$ cat src/rtl/tohost_monitor.sv
// Snoops the dmem write bus: decides pass/fail/timeout from tohost writes and
// buffers console bytes in a small FIFO drained with a valid/ready handshake.
module tohost_monitor #(
    parameter int                ADDR_W         = 32,
    parameter int                DATA_W         = 32,
    parameter int                BE_W           = DATA_W / 8,
    parameter logic [ADDR_W-1:0] TOHOST_ADDR    = ADDR_W'(32'h0000_1000),
    parameter logic [ADDR_W-1:0] CONSOLE_ADDR   = ADDR_W'(32'h0000_1004),
    parameter int                TIMEOUT_CYCLES = 100000,
    parameter int                CNT_W          = 32,
    parameter int                CON_DEPTH      = 16
) (
    input  logic              sys_clk,
    input  logic              sys_rst,
    input  logic [BE_W-1:0]   mem_we,
    input  logic [ADDR_W-1:0] mem_addr,
    input  logic [DATA_W-1:0] mem_wdata,
    output logic [1:0]        status,
    output logic              done,
    output logic [DATA_W-2:0] fail_code,
    output logic [CNT_W-1:0]  cycle_count,
    output logic              con_valid,
    output logic [7:0]        con_data,
    input  logic              con_ready,
    output logic              con_overflow
);

    typedef enum logic [1:0] {
        ST_RUNNING = 2'd0,
        ST_PASS    = 2'd1,
        ST_FAIL    = 2'd2,
        ST_TIMEOUT = 2'd3
    } status_e;

    localparam int               PTR_W        = $clog2(CON_DEPTH);
    localparam logic [CNT_W-1:0] CNT_MAX      = '1;
    localparam logic [CNT_W-1:0] TIMEOUT_LAST = CNT_W'(TIMEOUT_CYCLES - 1);
    localparam bit               TIMEOUT_EN   = (TIMEOUT_CYCLES != 0);

    status_e             status_q, status_d;
    logic                done_q, done_d;
    logic [DATA_W-2:0]   fail_code_q, fail_code_d;
    logic [CNT_W-1:0]    cycle_count_q, cycle_count_d;
    logic [PTR_W:0]      wr_ptr_q, wr_ptr_d;
    logic [PTR_W:0]      rd_ptr_q, rd_ptr_d;
    logic                con_valid_q, con_valid_d;
    logic [7:0]          con_data_q, con_data_d;
    logic                con_overflow_q, con_overflow_d;
    logic [7:0]          fifo_q [CON_DEPTH];

    logic tohost_wr, con_push, fifo_full, pop, push_acc;

    assign tohost_wr = (|mem_we) && (mem_addr == TOHOST_ADDR);
    assign con_push  = mem_we[0] && (mem_addr == CONSOLE_ADDR);
    assign fifo_full = (wr_ptr_q[PTR_W] != rd_ptr_q[PTR_W]) &&
                       (wr_ptr_q[PTR_W-1:0] == rd_ptr_q[PTR_W-1:0]);
    assign pop       = con_valid_q && con_ready;
    // A full FIFO still takes a push when the head leaves in the same cycle.
    assign push_acc  = con_push && (!fifo_full || pop);

    always_comb begin
        status_d      = status_q;
        fail_code_d   = fail_code_q;
        cycle_count_d = cycle_count_q;
        if (status_q == ST_RUNNING) begin
            if (cycle_count_q != CNT_MAX) cycle_count_d = cycle_count_q + 1'b1;
            if (tohost_wr) begin
                if (mem_wdata == DATA_W'(1)) begin
                    status_d = ST_PASS;
                end else begin
                    status_d    = ST_FAIL;
                    fail_code_d = mem_wdata[DATA_W-1:1];
                end
            end else if (TIMEOUT_EN && cycle_count_q == TIMEOUT_LAST) begin
                status_d = ST_TIMEOUT;
            end
        end
        done_d = (status_d != ST_RUNNING);
    end

    always_comb begin
        wr_ptr_d       = wr_ptr_q + {{PTR_W{1'b0}}, push_acc};
        rd_ptr_d       = rd_ptr_q + {{PTR_W{1'b0}}, pop};
        con_overflow_d = con_overflow_q | (con_push && !push_acc);
        con_valid_d    = (wr_ptr_d != rd_ptr_d);
        con_data_d     = con_data_q;
        // The next head may be the byte being written this very cycle.
        if (con_valid_d) begin
            if (push_acc && rd_ptr_d == wr_ptr_q) con_data_d = mem_wdata[7:0];
            else                                  con_data_d = fifo_q[rd_ptr_d[PTR_W-1:0]];
        end
    end

    always_ff @(posedge sys_clk) begin
        if (sys_rst) begin
            status_q       <= ST_RUNNING;
            done_q         <= 1'b0;
            fail_code_q    <= '0;
            cycle_count_q  <= '0;
            wr_ptr_q       <= '0;
            rd_ptr_q       <= '0;
            con_valid_q    <= 1'b0;
            con_data_q     <= '0;
            con_overflow_q <= 1'b0;
        end else begin
            status_q       <= status_d;
            done_q         <= done_d;
            fail_code_q    <= fail_code_d;
            cycle_count_q  <= cycle_count_d;
            wr_ptr_q       <= wr_ptr_d;
            rd_ptr_q       <= rd_ptr_d;
            con_valid_q    <= con_valid_d;
            con_data_q     <= con_data_d;
            con_overflow_q <= con_overflow_d;
        end
    end

    always_ff @(posedge sys_clk) begin
        if (!sys_rst && push_acc) fifo_q[wr_ptr_q[PTR_W-1:0]] <= mem_wdata[7:0];
    end

    assign status       = status_q;
    assign done         = done_q;
    assign fail_code    = fail_code_q;
    assign cycle_count  = cycle_count_q;
    assign con_valid    = con_valid_q;
    assign con_data     = con_data_q;
    assign con_overflow = con_overflow_q;

endmodule

$ cat config.mk
export PLATFORM = sky130hd
export DESIGN_NAME = tohost_monitor
export DESIGN_NICKNAME = d
export VERILOG_FILES = /design/src/rtl/tohost_monitor.sv
export SDC_FILE = /design/constraint.sdc
export NUM_CORES = 1
export LEC_CHECK = 0
export ABC_AREA = 1
export ABC_CLOCK_PERIOD_IN_PS = 4600
export CAP_MARGIN = 40
export CORE_ASPECT_RATIO = 0.9
export CORE_MARGIN = 10
export CORE_UTILIZATION = 46
export CTS_BUF_LIST = sky130_fd_sc_hd__clkbuf_4 sky130_fd_sc_hd__clkbuf_8
export DETAILED_ROUTE_END_ITERATION = 10
export PLACE_DENSITY_LB_ADDON = 0.15
export SYNTH_ARGS = -nofsm -noshare
export SYNTH_HDL_FRONTEND = slang
export SYNTH_SLANG_ARGS = --single-unit
$ cat constraint.sdc
create_clock -name sys_clk -period 4.6 [get_ports sys_clk]
set_input_delay 0.46 -clock sys_clk [delete_from_list [all_inputs] [get_ports sys_clk]]
set_output_delay 0.46 -clock sys_clk [all_outputs]
set_load 0.005 [all_outputs]
==> impl_metrics.env, run 1 <==
export IMPL_portBuffers=146
export IMPL_grt_first_pass_wirelength_um=44600
export IMPL_insertion_delay_ps=550
export IMPL_max_cap_viol_count=0
export IMPL_area_growth_pct=24.7
export IMPL_row_count=51
export IMPL_avgSynthCellArea_um2=7.92
export IMPL_die_w_um=176
export IMPL_synthesis_nets=1350
export IMPL_routed_via_density=4.95
export IMPL_cp_required_ps=5040
export IMPL_initial_utilization_pct=46.7
export IMPL_antenna_found_initial=0
export IMPL_dp_hpwl_um=19300
export IMPL_synth_cell_types=31
export IMPL_clk_pin_slew_ps=60
export IMPL_ir_worst_vdd_uv=281
export IMPL_routedWlPerCell_um=16.0
export IMPL_reg2reg_depth=19
export IMPL_postCtsSetupBuffers=0
export IMPL_tns_ps=0
export IMPL_slowest_delay_ps=570
export IMPL_critPathTopFamily="simple AND/OR/NAND/NOR gates"
export IMPL_leakagePower_nw=5.02
export IMPL_ys_seq_area_share_pct=55.1
export IMPL_synth_edf_count=128
export IMPL_status="finished, final reports clean"
export IMPL_synth_seq_cells=214
export IMPL_hold_ws_ps=467
export IMPL_ys_dominant_reg_cell="edfxtp_1"
export IMPL_cts_sinks=214
export IMPL_start_kind="register"
export IMPL_cts_tree="yes"
export IMPL_syn_inst=1274
export IMPL_grt_usage_pct=19.5
export IMPL_ctsHoldBuffers=0
export IMPL_timing_final_crit_share_pct=70.0
export IMPL_holdPathStages=1
export IMPL_n_antenna_cell=0
export IMPL_cts_htree_levels=2
export IMPL_coreArea_mm2=0.0216
export IMPL_worst_pin_slew_ps=929
export IMPL_crit_top_cell="nand2_1"
export IMPL_drt_iter0_markers=630
export IMPL_power_density_mw_per_mm2=312
export IMPL_finalMaxSlewViolations=0
export IMPL_root_buffer="clkbuf_8"
export IMPL_slowest_stage="dfxtp_1"
export IMPL_cp_end_kind="register"
export IMPL_drc_errors=0
export IMPL_crit_buf_inv=2
export IMPL_grt_max_degree=67
export IMPL_cts_resized=0
export IMPL_dieArea_mm2=0.0283
export IMPL_grt_overflow=0
export IMPL_drt_wl_total_um=27900
export IMPL_timing_fmax_mhz=311
export IMPL_arrival_ps=3660
export IMPL_fin_worst_skew_ps=31.0
export IMPL_vias=8617
export IMPL_antenna_left=0
export IMPL_gp_congestion=0.977
export IMPL_firstDrtPassIters=6
export IMPL_cts_buffers_inserted=36
export IMPL_ys_warnings_count=0
export IMPL_cp_num_cells=19
export IMPL_fin_nets=1499
export IMPL_clockBufferDepth=3
export IMPL_relSlewSlack_pct=37.5
export IMPL_rsz0062_at_grt="false"
export IMPL_total_power_mw=3.93
export IMPL_drive_gt1_share_pct=7.24
export IMPL_setup_worst_path_class="reg2reg"
export IMPL_io_pins=147
export IMPL_async_reset_ff_share_pct=0
export IMPL_path_cells="inv_1 -> nand2_1 -> nand2_1 -> nor2_1 -> nand3_1 -> nand3_1 -> inv_1 -> ha_1 -> ha_1 -> nand2_1 -> nand2_1 -> nand2_1 -> nand2_1 -> nor2_1 -> nand2_1 -> nor2_4 -> nor2_4 -> nand3_1 -> nand2_1"
export IMPL_fin_crit_ps=3220
export IMPL_worstHoldPathType="reg2reg"
export IMPL_grt_pass1_vias=8273
export IMPL_setup_viol=0
export IMPL_dieHeight_um=161
export IMPL_netlist_area_mm2=0.0101
export IMPL_hold_viol=0
export IMPL_crit_fanout=11
[synthesized netlist by cell type, types with 3 or more instances]
cell	count	area, um2
clkbuf_1	21	78.8
ha_1	5	62.6
buf_1	4	15.0
nand4_1	8	50.1
nand2_2	3	18.8
nor2_1	264	991
inv_1	95	357
dfxtp_1	86	1720
inv_2	9	33.8
nor3_1	15	75.1
edfxtp_1	128	3840
buf_6	3	33.8
o21ai_0	50	250
nor3_2	5	50.1
nand3_1	80	400
xnor2_1	3	26.3
a21oi_1	22	110
xor2_1	14	123
nor2_4	5	56.3
buf_2	20	100
o21ai_1	7	35.0
nand2_1	418	1570
[final timing paths]
check | startpoint | endpoint | slack, ps
worst max-delay path | wr_ptr_q[2] | con_data[3] | 1380
worst min-delay path | con_overflow | con_overflow | 470
worst min register to register | con_overflow | con_overflow | 470
worst max register to register | wr_ptr_q[2] | con_data[3] | 1380
[final cells by class]
type | count | area, um2
Fill cell | 1970 | 9050
Sequential cell | 214 | 5570
Multi-Input combinational cell | 908 | 3910
Timing Repair Buffer | 159 | 1590
Clock buffer | 60 | 713
Inverter | 104 | 390
Tap cell | 291 | 364
Clock inverter | 5 | 46.3
[logic make-up (layout without fill, tap and decap cells)]
logic type | count (synthesis) | count (layout) | synth area share [%]
buffers and inverters | 152 | 328 | 6.12
adders and majority gates | 5 | 5 | 0.620
AOI/OAI and AO/OA | 81 | 81 | 4.07
DFF | 214 | 214 | 55.1
xor gates and xnor gates | 18 | 18 | 1.75
and+or+nand+nor | 804 | 804 | 32.3
[power breakdown]
part	internal (mW)	switching, mW
clock network	0.991	0.773
registers	2.03	0.00243
logic	0.0685	0.0614
[metrics by stage]
stage	area, um2	std cells	setup slack, ps	utilization, %
CTS	12600	1741	1480	58.2
floorplan	10100	1274	2030	-
finish	12600	1741	1380	58.2
global route	12600	1741	1120	58.2
global placement	11800	1674	1190	54.4
detailed placement	11800	1676	1120	54.7
[sequential cells by signal (all words and copies together), names as in the netlist]
signal,flops
con_overflow,1
con_valid,1
wr_ptr_q,5
con_data,8
fail_code,31
rd_ptr_q,5
cycle_count,32
done,1
status,2
fifo_q,128
[per-layer routing]
| layer | vias to the layer above | share of wire, % | wire length [um] | global-route usage [%] |
|---|---|---|---|---|
| met4 | 0 | 1.4 | 388 | 4.51 |
| met3 | 37 | 9.5 | 2640 | 6.17 |
| met5 | - | 0 | 0 | 0 |
| li1 | 4363 | - | - | - |
| met1 | 3916 | 46 | 12800 | 27.0 |
| met2 | 301 | 43 | 12100 | 29.1 |
[cells in the final DEF (no fill, tap or decap), types with 2 or more instances in the layout]
cell,n
a21oi_1,22
nor3_1,15
inv_2,9
dfxtp_1,86
ha_1,4
buf_4,11
o21ai_0,50
edfxtp_1,128
nor2_1,264
clkinv_2,2
clkdlybuf4s50_1,146
xor2_1,14
nand2_1,418
o21ai_1,7
nand4_1,8
xnor2_1,3
nor2_4,5
clkbuf_4,18
nor3_2,5
nand2_2,3
nand3_1,80
clkbuf_8,42
inv_1,95
(Power assumes the default switching activity.)
==> run 2: changes to the inputs <==
ABC_CLOCK_PERIOD_IN_PS = 3350   (was 4600)
clock period = 3.35 ns   (was 4.6 ns; I/O delays follow)
==> run 2 against run 1 <==
Count of clock-buffer cells in the layout down 7. Via count up 1.0%. Core utilization up 0.90 points. Sequential power up 37%. Clock power up 37%. Power up 37%. First-iteration DRC count up 14%. Non-clock buffer count up 29. Worst hold slack worse by 63 ps. Routed wire length down 0.61%. Die area unchanged. Maximum frequency up 20%. Largest cell class unchanged. Largest power group unchanged.
==> impl_metrics.env, run 2 (synthesis results as in run 1) <==
export IMPL_status="finished, final reports clean"
export IMPL_r2r_setup_slack_ps=670
export IMPL_rsz0062_at_grt="false"
export IMPL_largest_reg_flops=128
export IMPL_worst_pin_slew_ps=814
export IMPL_hold_ws_ps=404
export IMPL_setup_worst_path_class="reg2reg"
export IMPL_vias=8705
export IMPL_final_cell_mix="nand2_1 (418), nor2_1 (264), clkdlybuf4s50_1 (146), edfxtp_1 (128), inv_1 (95)"
export IMPL_cp_required_ps=3780
export IMPL_coreArea_mm2=0.0216
export IMPL_r2r_start="wr_ptr_q[3]"
export IMPL_start_kind="register"
export IMPL_timing_final_crit_share_pct=80.1
export IMPL_design_area_mm2=0.0128
export IMPL_crit_buf_inv=3
export IMPL_cp_end_kind="register"
export IMPL_grt_overflow=0
export IMPL_layout_commonest_cell="nand2_1"
export IMPL_antenna_left=0
export IMPL_hold_end="fail_code[26]"
export IMPL_grt_first_pass_wirelength_um=44500
export IMPL_reg2reg_depth=18
export IMPL_setup_viol=0
export IMPL_cts_tree="yes"
export IMPL_gp_congestion=0.919
export IMPL_dp_hpwl_um=19500
export IMPL_routedWlPerCell_um=15.6
export IMPL_tns_ps=0
export IMPL_initial_utilization_pct=46.7
export IMPL_io_pins=147
export IMPL_total_power_mw=5.39
export IMPL_cts_resized=0
export IMPL_dieHeight_um=161
export IMPL_grt_pass1_vias=8459
export IMPL_worstHoldPathType="in2reg"
export IMPL_arrival_ps=3120
export IMPL_dieArea_mm2=0.0283
export IMPL_crit_fanout=9
export IMPL_cts_htree_levels=2
export IMPL_ctsHoldBuffers=0
export IMPL_grtUsageMet3_pct=5.51
export IMPL_drc_errors=0
export IMPL_fin_worst_skew_ps=19.4
export IMPL_relSlewSlack_pct=45.2
export IMPL_min_delay_start="mem_wdata[27]"
export IMPL_finalMaxSlewViolations=0
export IMPL_stdcell_count=1773
export IMPL_utilization_pct=59.1
export IMPL_portBuffers=146
export IMPL_busiest_layer="met2"
export IMPL_row_count=51
export IMPL_worstReg2RegEnd="con_data[3]"
export IMPL_grt_max_degree=63
export IMPL_holdPathStages=3
export IMPL_crit_top_cell="nand2_1"
export IMPL_hold_viol=0
export IMPL_critPathTopFamily="simple AND/OR/NAND/NOR gates"
export IMPL_use_met2_pct=30.6
export IMPL_slowest_delay_ps=500
export IMPL_cts_buffers_inserted=37
export IMPL_max_cap_viol_count=0
export IMPL_use_met1_pct=25.6
export IMPL_insertion_delay_ps=550
export IMPL_area_growth_pct=26.6
export IMPL_root_buffer="clkbuf_8"
export IMPL_firstDrtPassIters=5
export IMPL_clk_pin_slew_ps=60
export IMPL_fin_nets=1529
export IMPL_fin_ws_ps=668
export IMPL_postCtsSetupBuffers=0
export IMPL_die_w_um=176
export IMPL_cts_sinks=214
export IMPL_ir_worst_vdd_uv=392
export IMPL_drt_iter0_markers=716
export IMPL_dp_cells=1705
export IMPL_cp_startpoint="wr_ptr_q[3]"
export IMPL_seq_area_mm2=0.00557
export IMPL_drive_gt1_share_pct=8.70
export IMPL_fillCellCount=1964
export IMPL_routed_via_density=4.91
export IMPL_multi_input_area_mm2=0.00391
export IMPL_power_density_mw_per_mm2=422
export IMPL_clockBufferDepth=3
export IMPL_leakagePower_nw=5.16
export IMPL_place_area_mm2=0.0120
export IMPL_slowest_stage="dfxtp_1"
export IMPL_path_cells="inv_2 -> nand2_1 -> nand2_1 -> nor2_1 -> nand3_1 -> nand3_1 -> inv_1 -> ha_1 -> ha_1 -> inv_1 -> nand2_1 -> nand4_1 -> nor2_1 -> nand2_1 -> nor2_4 -> nor2_4 -> nand3_1 -> nand2_1"
export IMPL_post_place_ws_ps=338
export IMPL_n_antenna_cell=0
export IMPL_timing_fmax_mhz=373
export IMPL_fin_crit_ps=2680
export IMPL_antenna_found_initial=0
export IMPL_drt_wl_total_um=27700
export IMPL_grt_usage_pct=19.5
[run 2: cell count changes in the layout (fill, tap and decap cells not counted), moves of 3 or more]
| cell | delta |
|---|---|
| buf_4 | +31 |
| clkbuf_8 | +3 |
| clkinv_1 | +8 |
| clkbuf_4 | -10 |
[run 2: metal layers]
layer	vias to the layer above	routed length, um	share of wire [%]
li1	4424	-	-
met2	262	12400	45
met3	40	2250	8.1
met1	3979	12600	45
met5	-	0	0
met4	0	531	1.9
[run 2: power breakdown]
group	leakage (nW)	internal, mW	total (mW)	switching (mW)
clock network	0.406	1.33	2.42	1.10
logic	2.91	0.0942	0.177	0.0831
registers	1.84	2.79	2.79	0.00315
[run 2: how the worst max path moves through the flow]
| stage | endpoint | slack (ps) | cells past startpoint |
|---|---|---|---|
| finish | con_data[3] | 670 | 18 |
| global route | con_data[6] | 400 | 19 |
| floorplan | con_data[1] | 820 | 20 |
| global placement | con_data[6] | 400 | 21 |
| detailed placement | con_data[1] | 340 | 21 |
| CTS | con_data[6] | 730 | 18 |
[run 2: area by class of cell]
| class | count | share of cell area [%] |
|---|---|---|
| Inverter | 104 | 3.06 |
| Multi-Input combinational cell | 908 | 30.6 |
| Clock buffer | 53 | 5.32 |
| Clock inverter | 15 | 0.705 |
| Timing Repair Buffer | 188 | 13.9 |
| Sequential cell | 214 | 43.6 |
| Tap cell | 291 | 2.85 |
[run 2: worst reg2reg max path: cells and delay by family (launching register included)]
kind,cells,cell delay (ps)
simple gates,13,1410
flops,1,500
fa+ha+maj,2,490
buf+inv,3,200
